File: src/rtl/uart_tx_async.sv
// uart_tx_async
// Asynchronous serial transmitter with a one-entry transmit holding register.
// Frames are shifted out LSB-first, with each bit lasting 16 ticks of the
// shared 16x baud enable. The frame is a start bit, 7 or 8 data bits, an
// optional odd/even parity bit and STOP_BITS stop bits.
//
// Ports
//   clk         system clock; all logic is on the rising edge
//   reset       synchronous, active-high reset
//   baud_clock  16x oversample enable, one clk wide per tick
//   bit8        1 = 8 data bits, 0 = 7 data bits (tx_data[7] is not sent)
//   parity_en   1 = append a parity bit after the data bits
//   odd_n_even  1 = odd parity, 0 = even parity
//   tx_data     byte to transmit
//   write_tx    single-cycle strobe that loads tx_data into the holding register
//   txrdy       holding register empty; a write is accepted
//   tx          serial line, idle high, registered
//   tx_busy     a frame is in progress
//   tx_done     one-clk pulse at the end of the last stop bit
//
// state  | meaning
// IDLE   | line high; loads the next frame when the holding register is full
// START  | start bit (line low)
// DATA   | data bits, LSB first
// PARITY | parity bit
// STOP   | STOP_BITS stop bits (line high)
module uart_tx_async #(
  parameter int STOP_BITS = 1
) (
  input  logic       clk,
  input  logic       reset,
  input  logic       baud_clock,
  input  logic       bit8,
  input  logic       parity_en,
  input  logic       odd_n_even,
  input  logic [7:0] tx_data,
  input  logic       write_tx,
  output logic       txrdy,
  output logic       tx,
  output logic       tx_busy,
  output logic       tx_done
);

  typedef enum logic [2:0] {
    IDLE   = 3'd0,
    START  = 3'd1,
    DATA   = 3'd2,
    PARITY = 3'd3,
    STOP   = 3'd4
  } state_t;

  state_t      state_q;
  logic [7:0]  hold_q;
  logic [7:0]  shift_q;
  logic        txrdy_q;
  logic        bit8_q;
  logic        par_en_q;
  logic        odd_q;
  logic        par_q;
  logic [3:0]  tick_q;
  logic [3:0]  tick_d;
  logic [2:0]  bitcnt_q;
  logic [2:0]  bitcnt_d;
  logic        stopcnt_q;
  logic        tx_q;
  logic        busy_q;
  logic        done_q;

  logic        bit_end;
  logic        last_data;
  logic        last_stop;

  assign tick_d    = tick_q + 4'd1;
  assign bitcnt_d  = bitcnt_q + 3'd1;
  assign bit_end   = baud_clock && (tick_q == 4'd15);
  assign last_data = (bitcnt_q == (bit8_q ? 3'd7 : 3'd6));
  // With one stop bit the first stop period is already the last one.
  assign last_stop = (STOP_BITS < 2) || stopcnt_q;

  always_ff @(posedge clk) begin
    if (reset) begin
      state_q   <= IDLE;
      hold_q    <= 8'h00;
      shift_q   <= 8'h00;
      txrdy_q   <= 1'b1;
      bit8_q    <= 1'b1;
      par_en_q  <= 1'b0;
      odd_q     <= 1'b0;
      par_q     <= 1'b0;
      tick_q    <= 4'd0;
      bitcnt_q  <= 3'd0;
      stopcnt_q <= 1'b0;
      tx_q      <= 1'b1;
      busy_q    <= 1'b0;
      done_q    <= 1'b0;
    end else begin
      done_q <= 1'b0;

      // A write while the register is full is silently dropped.
      if (write_tx && txrdy_q) begin
        hold_q  <= tx_data;
        txrdy_q <= 1'b0;
      end

      if ((state_q != IDLE) && baud_clock) begin
        tick_q <= tick_d;
      end

      case (state_q)
        IDLE: begin
          tx_q <= 1'b1;
          if (!txrdy_q) begin
            shift_q  <= hold_q;
            bit8_q   <= bit8;
            par_en_q <= parity_en;
            odd_q    <= odd_n_even;
            par_q    <= 1'b0;
            txrdy_q  <= 1'b1;
            tick_q   <= 4'd0;
            tx_q     <= 1'b0;
            busy_q   <= 1'b1;
            state_q  <= START;
          end
        end
        START: begin
          if (bit_end) begin
            bitcnt_q <= 3'd0;
            tx_q     <= shift_q[0];
            state_q  <= DATA;
          end
        end
        DATA: begin
          if (bit_end) begin
            shift_q <= {1'b0, shift_q[7:1]};
            par_q   <= par_q ^ shift_q[0];
            if (last_data) begin
              if (par_en_q) begin
                // par_q has not yet absorbed the bit that is ending now.
                tx_q    <= par_q ^ shift_q[0] ^ odd_q;
                state_q <= PARITY;
              end else begin
                stopcnt_q <= 1'b0;
                tx_q      <= 1'b1;
                state_q   <= STOP;
              end
            end else begin
              bitcnt_q <= bitcnt_d;
              tx_q     <= shift_q[1];
            end
          end
        end
        PARITY: begin
          if (bit_end) begin
            stopcnt_q <= 1'b0;
            tx_q      <= 1'b1;
            state_q   <= STOP;
          end
        end
        STOP: begin
          if (bit_end) begin
            if (last_stop) begin
              done_q  <= 1'b1;
              busy_q  <= 1'b0;
              state_q <= IDLE;
            end else begin
              stopcnt_q <= 1'b1;
            end
          end
        end
        default: begin
          tx_q    <= 1'b1;
          busy_q  <= 1'b0;
          state_q <= IDLE;
        end
      endcase
    end
  end

  assign txrdy   = txrdy_q;
  assign tx      = tx_q;
  assign tx_busy = busy_q;
  assign tx_done = done_q;

endmodule

File: config.mk
export PLATFORM = sky130hd
export DESIGN_NAME = uart_tx_async
export DESIGN_NICKNAME = d
export VERILOG_FILES = /design/src/rtl/uart_tx_async.sv
export SDC_FILE = /design/constraint.sdc
export NUM_CORES = 1
export LEC_CHECK = 0
export ABC_AREA = 1
export CAP_MARGIN = 40
export CORE_ASPECT_RATIO = 0.9
export CORE_MARGIN = 2
export CORE_UTILIZATION = 35
export CTS_BUF_LIST = sky130_fd_sc_hd__clkbuf_8
export DETAILED_ROUTE_END_ITERATION = 7
export PLACE_DENSITY = 0.51
export SYNTH_ARGS = -nofsm -noshare
export SYNTH_HDL_FRONTEND = slang
export SYNTH_SLANG_ARGS = --single-unit
export TNS_END_PERCENT = 100
File: constraint.sdc
create_clock -name clk -period 1.7 [get_ports clk]
set_input_delay 0.255 -clock clk [delete_from_list [all_inputs] [get_ports clk]]
set_output_delay 0.255 -clock clk [all_outputs]
set_load 0.02 [all_outputs]
# Word level (Yosys, flattened, before mapping)
# Cells that the tools add are included.
[totals]
elab_cells = 83
out_inout_bits = 4
input_bits = 15
register_bits = 34
[op_classes]
n_bitwise = 5
addsub = 2
n_mux = 35
reduce_logical = 15
eq_ne = 13
[ops]
columns = ["op", "n"]
rows = [
  ["$mux W3", 9],
  ["$mux W8", 2],
  ["$pmux W8 S2", 1],
  ["$mux W1", 15],
  ["$pmux W3 S5", 1],
  ["$ne A2 B2 Y1 const B", 7],
  ["$mux W4", 3],
  ["$reduce_and A4 Y1", 2],
  ["$eq A3 B2 Y1 const B", 2],
  ["$pmux W3 S2", 1],
  ["$reduce_and A3 Y1", 2],
  ["$reduce_and A6 Y1", 1],
  ["$pmux W1 S5", 1],
  ["$add A4 B1 Y4 const B", 1],
  ["$eq A4 B4 Y1 const B", 1],
  ["$reduce_bool A2 Y1", 2],
  ["$add A3 B1 Y3 const B", 1],
  ["$eq A3 B1 Y1 const B", 1],
  ["$eq A3 B3 Y1", 1],
  ["$eq A3 B3 Y1 const B", 1],
  ["$logic_and A1 B1 Y1", 3],
  ["$logic_not A3 Y1", 1],
  ["$not A1 Y1", 3],
  ["$pmux W1 S3", 1],
  ["other kinds (6)", 7],
]

# Logic depth before layout (Yosys ltp)
# Gate-level depths: netlist of run 1.
[logic_depth]
depth_word = 6
ltp_mapped = 10

# Worst setup path before layout of run 1
# No wires, ideal clock.
[synth_timing]
path_type = "register -> register"
start = "reg tick_q[0]"
end = "reg shift_q[1]"
slack_ps = 403
path_stages_with_launch = 7
required_ps = 1584
arrival_ps = 1181
path_buffers = 0
cell_sequence = "dfxtp_1 -> ha_1 -> nand4_4 -> o21ai_4 -> inv_2 -> nor2_1 -> nor2_1"
[synth_via]
elab_chain_cells = 4
[synth_lines]
columns = ["item", "line_no", "source"]
rows = [
  ["start: declaration", "60", "logic [3:0] tick_q;"],
  ["start signal: assignment", "106", "tick_q <= tick_d;"],
  ["$eq A4 B4 Y1", "75", "assign bit_end = baud_clock && (tick_q == 4'd15);"],
  ["$logic_and A1 B1 Y1", "75", ""],
  ["$ne A2 B2 Y1 (no line)", "--", ""],
  ["$reduce_and A3 Y1 (no line)", "--", ""],
  ["end signal: assignment", "113", "shift_q <= hold_q;"],
  ["end signal: assignment", "134", "shift_q <= {1'b0, shift_q[7:1]};"],
  ["end: declaration", "54", "logic [7:0] shift_q;"],
]
# No other way between the ends.
# A chain may end at the register's enable or synchronous reset.

# Worst setup path in the final report of run 1
[layout_timing]
start = "reg txrdy_q (netlist: txrdy)"
end = "out txrdy"
[layout_rtl]
columns = ["item", "line_no", "source"]
rows = [
  ["start: declaration", "55", "logic txrdy_q;"],
  ["start signal: assignment", "85", "txrdy_q <= 1'b1;"],
  ["start signal: assignment", "102", "txrdy_q <= 1'b0;"],
  ["start signal: assignment", "118", "txrdy_q <= 1'b1;"],
  ["end: declaration", "38", "output logic txrdy,"],
]
# No word-level cell between the ends.

==> parameters.txt, run 1 <==
Parameter                              Value

STA
  Clock skew ... around 0.0036 ns
  Worst-case headroom to the max-slew limit ... about three quarters
  Final worst path period share ... between 90% and 100%
  RSZ-0062 raised after global routing ... no
  Number of hold violations in the final report ... 0
  Shortest clock period the worst path allows after layout ... about 1.5 ns
  Maximum achievable frequency ... 646.1 MHz
  Setup Total Neg Slack ... 0 ns
  Transition time at the pin with the least slew margin ... 0.3638 ns
  Worst path setup slack after routing ... ~0.15 ns
  Final Hold Slack ... 0.4638 ns
  Setup-failing EPs final ... 0
  Final Slew Violations ... 0

Synth
  Share of the synthesized area in the top cell type ... around two fifths
  Number of enable-type register cells in the synthesized netlist ... 0
  Syn nets ... between 200 and 300
  Synthesized instance count ... 241
  Post-Syn Area ... 0.001655 mm²
  Distinct cell type count of the synthesized netlist ... 26
  Sequential cell area fraction in the yosys report ... ~40%
  Most frequent cells after synthesis ... 61 x nand2_1, 47 x nor2_1, 34 x dfxtp_1
  Synth warn ... 0
  Top post-synthesis cells by area ... dfxtp_1 41%, nand2_1 14%, nor2_1 11%
  Main flop type after synthesis ... dfxtp_1
  Number of synthesized register bits ... 34
  Asr flop ratio synth ... 0%
  Most frequently used cell type in the post-synthesis netlist ... nand2_1
  Leading area contributor after synthesis ... dfxtp_1
  Post-Syn Area per Cell ... around 6.9 µm²

Routing
  Total Routed Length ... 3.772 mm
  1st-iter DRT viols ... roughly 100
  Vias per cell ... roughly 4.5
  DRC viols ... 0
  First drt pass iteration count ... 4
  Average wire per cell in the routed design ... between 10 and 15 µm
  Total vias in the final route ... 1484
  Residual antenna-violating net count after detailed routing ... 0

Die
  Die footprint ... approximately 0.0053 mm²
  Initial standard-cell utilization of the core ... between 30% and 40%
  Die extent in x ... around 76 µm
  Io pins ... 19
  Core area ... 0.004489 mm²
  Height of the chip ... 69.24 µm
  Core Rows ... 23

Place
  Buffers on Ports ... 18
  Post-Place Worst Slack ... 0.05480 ns
  Placement-stage cell area ... ~0.0019 mm²
  Global placer's final weighted congestion ... ~0.84
  Sum of net half-perimeters after detailed placement ... 2.732 mm

GRT
  Global-route track usage on met1 ... 21.45%
  Maximum number of pins on one net before global-route repair ... 16
  First-pass GRT wire length ... between 6 and 7 mm
  M3 GR Usage ... about 5.6%
  Routing usage on met2 ... 20.65%
  Number of global-route vias before repair ... 1320
  Most crowded layer after global routing ... met1
  Initial antenna violation count ... 0
  Global-route usage over all layers ... between 15 and 20%
  Total global routing overflow ... 0

Power and ir drop
  Largest vdd supply drop ... 0.4213 mV
  Internal power ... approximately 1.8 mW
  Net switching power of the design ... roughly 1 mW
  Power per cell area ... between 1000 and 1500 mW/mm²
  Pwr Total ... roughly 2.8 mW
  Relative contribution of sequential cells to total power ... roughly two fifths
  Static power due to leakage ... 0.9011 nW
  Portion of total power attributed to the clock network ... 27.8%
  Part of the power in combinational logic ... 33.6%
  Switching share of total power ... around 36%

Setup path
  Required @ worst endpoint ... around 1.4 ns
  Cell-by-cell listing of the critical path ... clkdlybuf4s50_1
  Type of element launching the critical path ... flop
  Slowest cell on the critical path ... clkdlybuf4s50_1
  Family with the most delay on the worst path ... buffers and inverters
  CP endpoint kind ... output port
  Number of buffer and inverter stages on the critical path ... 1
  Critical Path AT ... 1.29 ns
  Top fanout value on the critical path ... 4
  Startpoint-to-endpoint class of the critical path ... reg -> out
  Max stage delay on crit path ... 0.63 ns

Clock tree
  Buffers from clock root to sink, at most ... 2
  Root buffer cell ... clkbuf_8
  Clock sink total ... 34
  CTS Buf Count ... 5
  Clock tree from TritonCTS ... built
  Worst-path clk slew ... ~0.070 ns
  Latest clock arrival within the worst-skew pair ... roughly 0.29 ns
  Level count of the clock H-tree ... 2

Final layout
  Final antenna diode count ... 0
  Synth-to-layout area growth ... 22.83%
  Final cell area excluding filler cells ... about 0.002 mm²
  Layout cell share with drive strength beyond 1 ... 10.90%
  Number of filler instances in the final layout ... 502
  Fin nets ... 283

Run
  Number of max-capacitance violations reported ... 0

Worst hold path
  Path class of the lowest-slack min-delay path ... reg -> reg

Status
  Result of the run ... complete, no violations
power by group through the flow:
stage / Combinational [mW] / Sequential [mW] / Clock [mW]
finish: 0.929 / 1.07 / 0.769
global placement: 0.938 / 1.09 / 0
CTS: 0.939 / 1.07 / 0.793
global route: 1.07 / 1.10 / 0.823
detailed placement: 0.934 / 1.08 / 0
floorplan: 0.699 / 1.07 / 0
path summary, 6_finish.rpt:
kind,to,slack [ns],cells past startpoint,startpoint
hold reg to reg,hold_q[0],0.46,2,hold_q[0]
hold / removal,hold_q[0],0.46,2,hold_q[0]
setup reg to reg,bitcnt_q[0],0.21,8,state_q[2]
setup / recovery,txrdy,0.15,1,txrdy
routing by layer:
metal  up-vias  share of wire [%]
met4         0                1.7
li1        817                  -
met2        29                 40
met1       631                 54
met3         7                4.5
met5         -                  0
metrics by stage:
stage | utilization [%] | std cells
after floorplan | - | 241
after global placement | 42.73 | 321
after detailed placement | 42.73 | 321
after CTS | 45.23 | 328
after global routing | 45.29 | 328
final | 45.29 | 328
flip-flops by register name, indices dropped and copies added (netlist names), 3 cells and up:
name / flops
shift_q: 8
tick_q: 4
state_q: 3
bitcnt_q: 3
hold_q: 8
logic make-up after synthesis:
group                    after synthesis  share of synthesized area [%]
flip-flops                            34                          41.12
XOR/XNOR                               1                         0.5292
adder cells (fa/ha/maj)                2                          1.511
AND/OR/NAND/NOR                      134                          35.60
buffers and inverters                 30                          8.012
AO/OA/AOI/OAI                         40                          13.23
cell type report:
| type | instances | area (µm²) | area share, % |
|---|---|---|---|
| clock buffers | 6 | 82.58 | 4.062 |
| well taps | 62 | 77.57 | 3.815 |
| inverters | 24 | 92.59 | 4.554 |
| clock inverters | 1 | 30.03 | 1.477 |
| repair buffers | 24 | 225.2 | 11.08 |
| multi-input cells | 177 | 844.6 | 41.54 |
| flip-flops and latches | 34 | 680.7 | 33.48 |
placed cells by master, fill, tap and decap left out, drive strengths merged:
cell type	Yosys	layout
a21oi	14	14
buf	6	6
bufinv	0	1
clkbuf	0	6
clkdlybuf4s50	0	18
dfxtp	34	34
ha	2	2
inv	24	24
nand2	65	65
nand3	10	10
nand4	4	4
nor2	50	50
nor3	5	5
o211ai	3	3
o21ai	23	23
xnor2	1	1
repair_timing:
| action | CTS | global route |
|---|---|---|
| buffers inserted | 0 | 0 |
| hold buffers | 0 | 0 |
| endpoints found under the setup margin | 0 | 1 |
| gates resized for setup | 0 | 1 |
No activity file was read; power rests on OpenSTA's default activity.
==> run 2: changes to the inputs <==
--- a/config.mk
+++ b/config.mk
@@ -7,7 +7,7 @@
 export LEC_CHECK = 0
 export ABC_AREA = 1
 export CAP_MARGIN = 40
-export CORE_ASPECT_RATIO = 0.9
+export CORE_ASPECT_RATIO = 0.7
 export CORE_MARGIN = 2
 export CORE_UTILIZATION = 35
 export CTS_BUF_LIST = sky130_fd_sc_hd__clkbuf_8
==> parameters.txt, run 2 (synthesis results as in run 1) <==
Parameter                              Value

Power and ir drop
  Part of the power in combinational logic ... a little under two fifths
  Power per cell area ... about 1300 mW/mm²
  Largest vdd supply drop ... ~0.49 mV
  Static power due to leakage ... 0.8929 nW
  Net switching power of the design ... roughly 1.0 mW
  Relative contribution of sequential cells to total power ... between 40% and 50%
  Internal power ... around 1.6 mW
  Switching share of total power ... approximately two fifths
  Pwr Total ... 2.574 mW
  Portion of total power attributed to the clock network ... about 22%

Setup path
  Required @ worst endpoint ... between 1 and 1.5 ns
  Critical Path AT ... ~1.3 ns
  Top fanout value on the critical path ... 4
  CP endpoint kind ... output port
  Startpoint-to-endpoint class of the critical path ... reg -> out
  Type of element launching the critical path ... flop
  Family with the most delay on the worst path ... buffers and inverters
  Slowest cell on the critical path ... clkdlybuf4s50_1
  Number of buffer and inverter stages on the critical path ... 1
  Max stage delay on crit path ... between 0.6 and 0.7 ns
  Cell-by-cell listing of the critical path ... clkdlybuf4s50_1

Clock tree
  Root buffer cell ... clkbuf_8
  Clock tree from TritonCTS ... built
  Worst-path clk slew ... 0.07 ns
  Latest clock arrival within the worst-skew pair ... ~0.28 ns
  Level count of the clock H-tree ... 2
  Post-CTS setup buffer count ... 0
  Post-cts repair resize count ... 0
  Buffers from clock root to sink, at most ... 2
  Hold buffer count at CTS ... 0
  CTS Buf Count ... 5
  Clock sink total ... 34

Die
  Die footprint ... ~0.0053 mm²
  Height of the chip ... approximately 62 µm
  Io pins ... 19
  Core area ... around 0.0045 mm²
  Core Rows ... 20
  Die extent in x ... between 80 and 90 µm
  Initial standard-cell utilization of the core ... about 37%

Routing
  DRC viols ... 0
  First drt pass iteration count ... 4
  Total Routed Length ... between 3 and 4 mm
  Vias per cell ... ~4.7
  1st-iter DRT viols ... just under 60
  Average wire per cell in the routed design ... approximately 12 µm
  Residual antenna-violating net count after detailed routing ... 0
  Total vias in the final route ... approximately 1500

Final layout
  Largest registers ... hold_q (8), shift_q (8), tick_q (4)
  Layout cell share with drive strength beyond 1 ... between 10% and 20%
  Commonest cells after routing, fill and taps aside ... 61 x nand2_1, 47 x nor2_1, 34 x dfxtp_1
  Final Core Density ... 44.92%
  Final antenna diode count ... 0
  Post-route non-filler standard cell count ... about 320
  Synth-to-layout area growth ... 20.86%
  Area taken by multi-input logic gates ... roughly 840 µm²
  Footprint of the flip-flops and latches ... between 600 and 700 µm²
  Commonest non-fill, non-tap cell in the layout ... nand2_1
  Number of filler instances in the final layout ... about 480
  Fin nets ... roughly 280

STA
  Number of hold violations in the final report ... 0
  Maximum achievable frequency ... between 600 and 700 MHz
  Final Slew Violations ... 0
  Final worst path period share ... approximately nine tenths
  Worst-case headroom to the max-slew limit ... ~76%
  Setup Total Neg Slack ... 0 ns
  Setup-failing EPs final ... 0
  Transition time at the pin with the least slew margin ... between 0.3 and 0.4 ns
  RSZ-0062 raised after global routing ... no
  Shortest clock period the worst path allows after layout ... roughly 1.6 ns
  Clock skew ... about 0.0052 ns

GRT
  Maximum number of pins on one net before global-route repair ... 26
  Total global routing overflow ... 0
  Number of global-route vias before repair ... 1308
  First-pass GRT wire length ... between 6 and 7 mm
  Global-route usage over all layers ... between 10% and 20%
  Initial antenna violation count ... 0

Worst hold path
  Path class of the lowest-slack min-delay path ... reg -> reg

Place
  Buffers on Ports ... 18
  Sum of net half-perimeters after detailed placement ... 2.678 mm
  Global placer's final weighted congestion ... approximately 0.8
  Number of placed instances with taps included ... roughly 310

Run
  Number of max-capacitance violations reported ... 0

Status
  Result of the run ... complete, no violations
## run 2: cell types whose count changed in the layout (fill, tap and decap cells not counted)
cell       previous run  this run
nor2_2                2         1
nor2_1               46        47
buf_4                 6         5
clkinv_2              0         2
buf_12                0         1
clkbuf_8              6         5
bufinv_16             1         0
## run 2: layout make-up
| class | count | area share [%] |
|---|---|---|
| repair buffers | 24 | 11.88 |
| inverters | 24 | 4.628 |
| multi-input cells | 177 | 42.09 |
| clock inverters | 2 | 0.5003 |
| clock buffers | 5 | 3.440 |
| flip-flops and latches | 34 | 34.02 |
| well taps | 55 | 3.440 |
## run 2: per-layer routing
layer / vias up / track usage [%] / part of all wire (%)
li1: 823 / - / -
met1: 655 / 24.66 / 58
met2: 21 / 21.59 / 38
met3: 5 / 4.021 / 3.8
met4: 0 / 4.688 / 0.99
met5: - / 0 / 0
## run 2: power by group through the flow
stage / Sequential, mW / Combinational (mW) / Clock (mW)
detailed placement: 1.08 / 0.934 / 0
CTS: 1.06 / 0.942 / 0.582
global placement: 1.08 / 0.943 / 0
floorplan: 1.07 / 0.699 / 0
finish: 1.07 / 0.944 / 0.565
global route: 1.09 / 1.09 / 0.621
## run 2: tightest hold or removal path, delay by kind of cell, from the launching register on
kind / cells / cell delay, ns
flops: 1 / 0.31
simple gates: 1 / 0.06
compound gates: 1 / 0.05
## run 2: metrics by stage
stage               instance area, µm²  setup WS [ns]  hold WS (ns)
detailed placement                1922        0.03550        0.4566
floorplan                         1655         0.4028        0.3709
global route                      2001        0.03586        0.4826
global placement                  1922        0.06598        0.4576
finish                            2001         0.1378        0.4661
CTS                               2001         0.1245        0.4670
## run 2: final timing paths
check             depth (start not counted)         end       start  slack, ns
hold / removal                            2  shift_q[7]  shift_q[7]       0.47
setup / recovery                          1       txrdy       txrdy       0.14
setup reg to reg                          6  shift_q[0]   tick_q[0]       0.19
hold reg to reg                           2  shift_q[7]  shift_q[7]       0.47
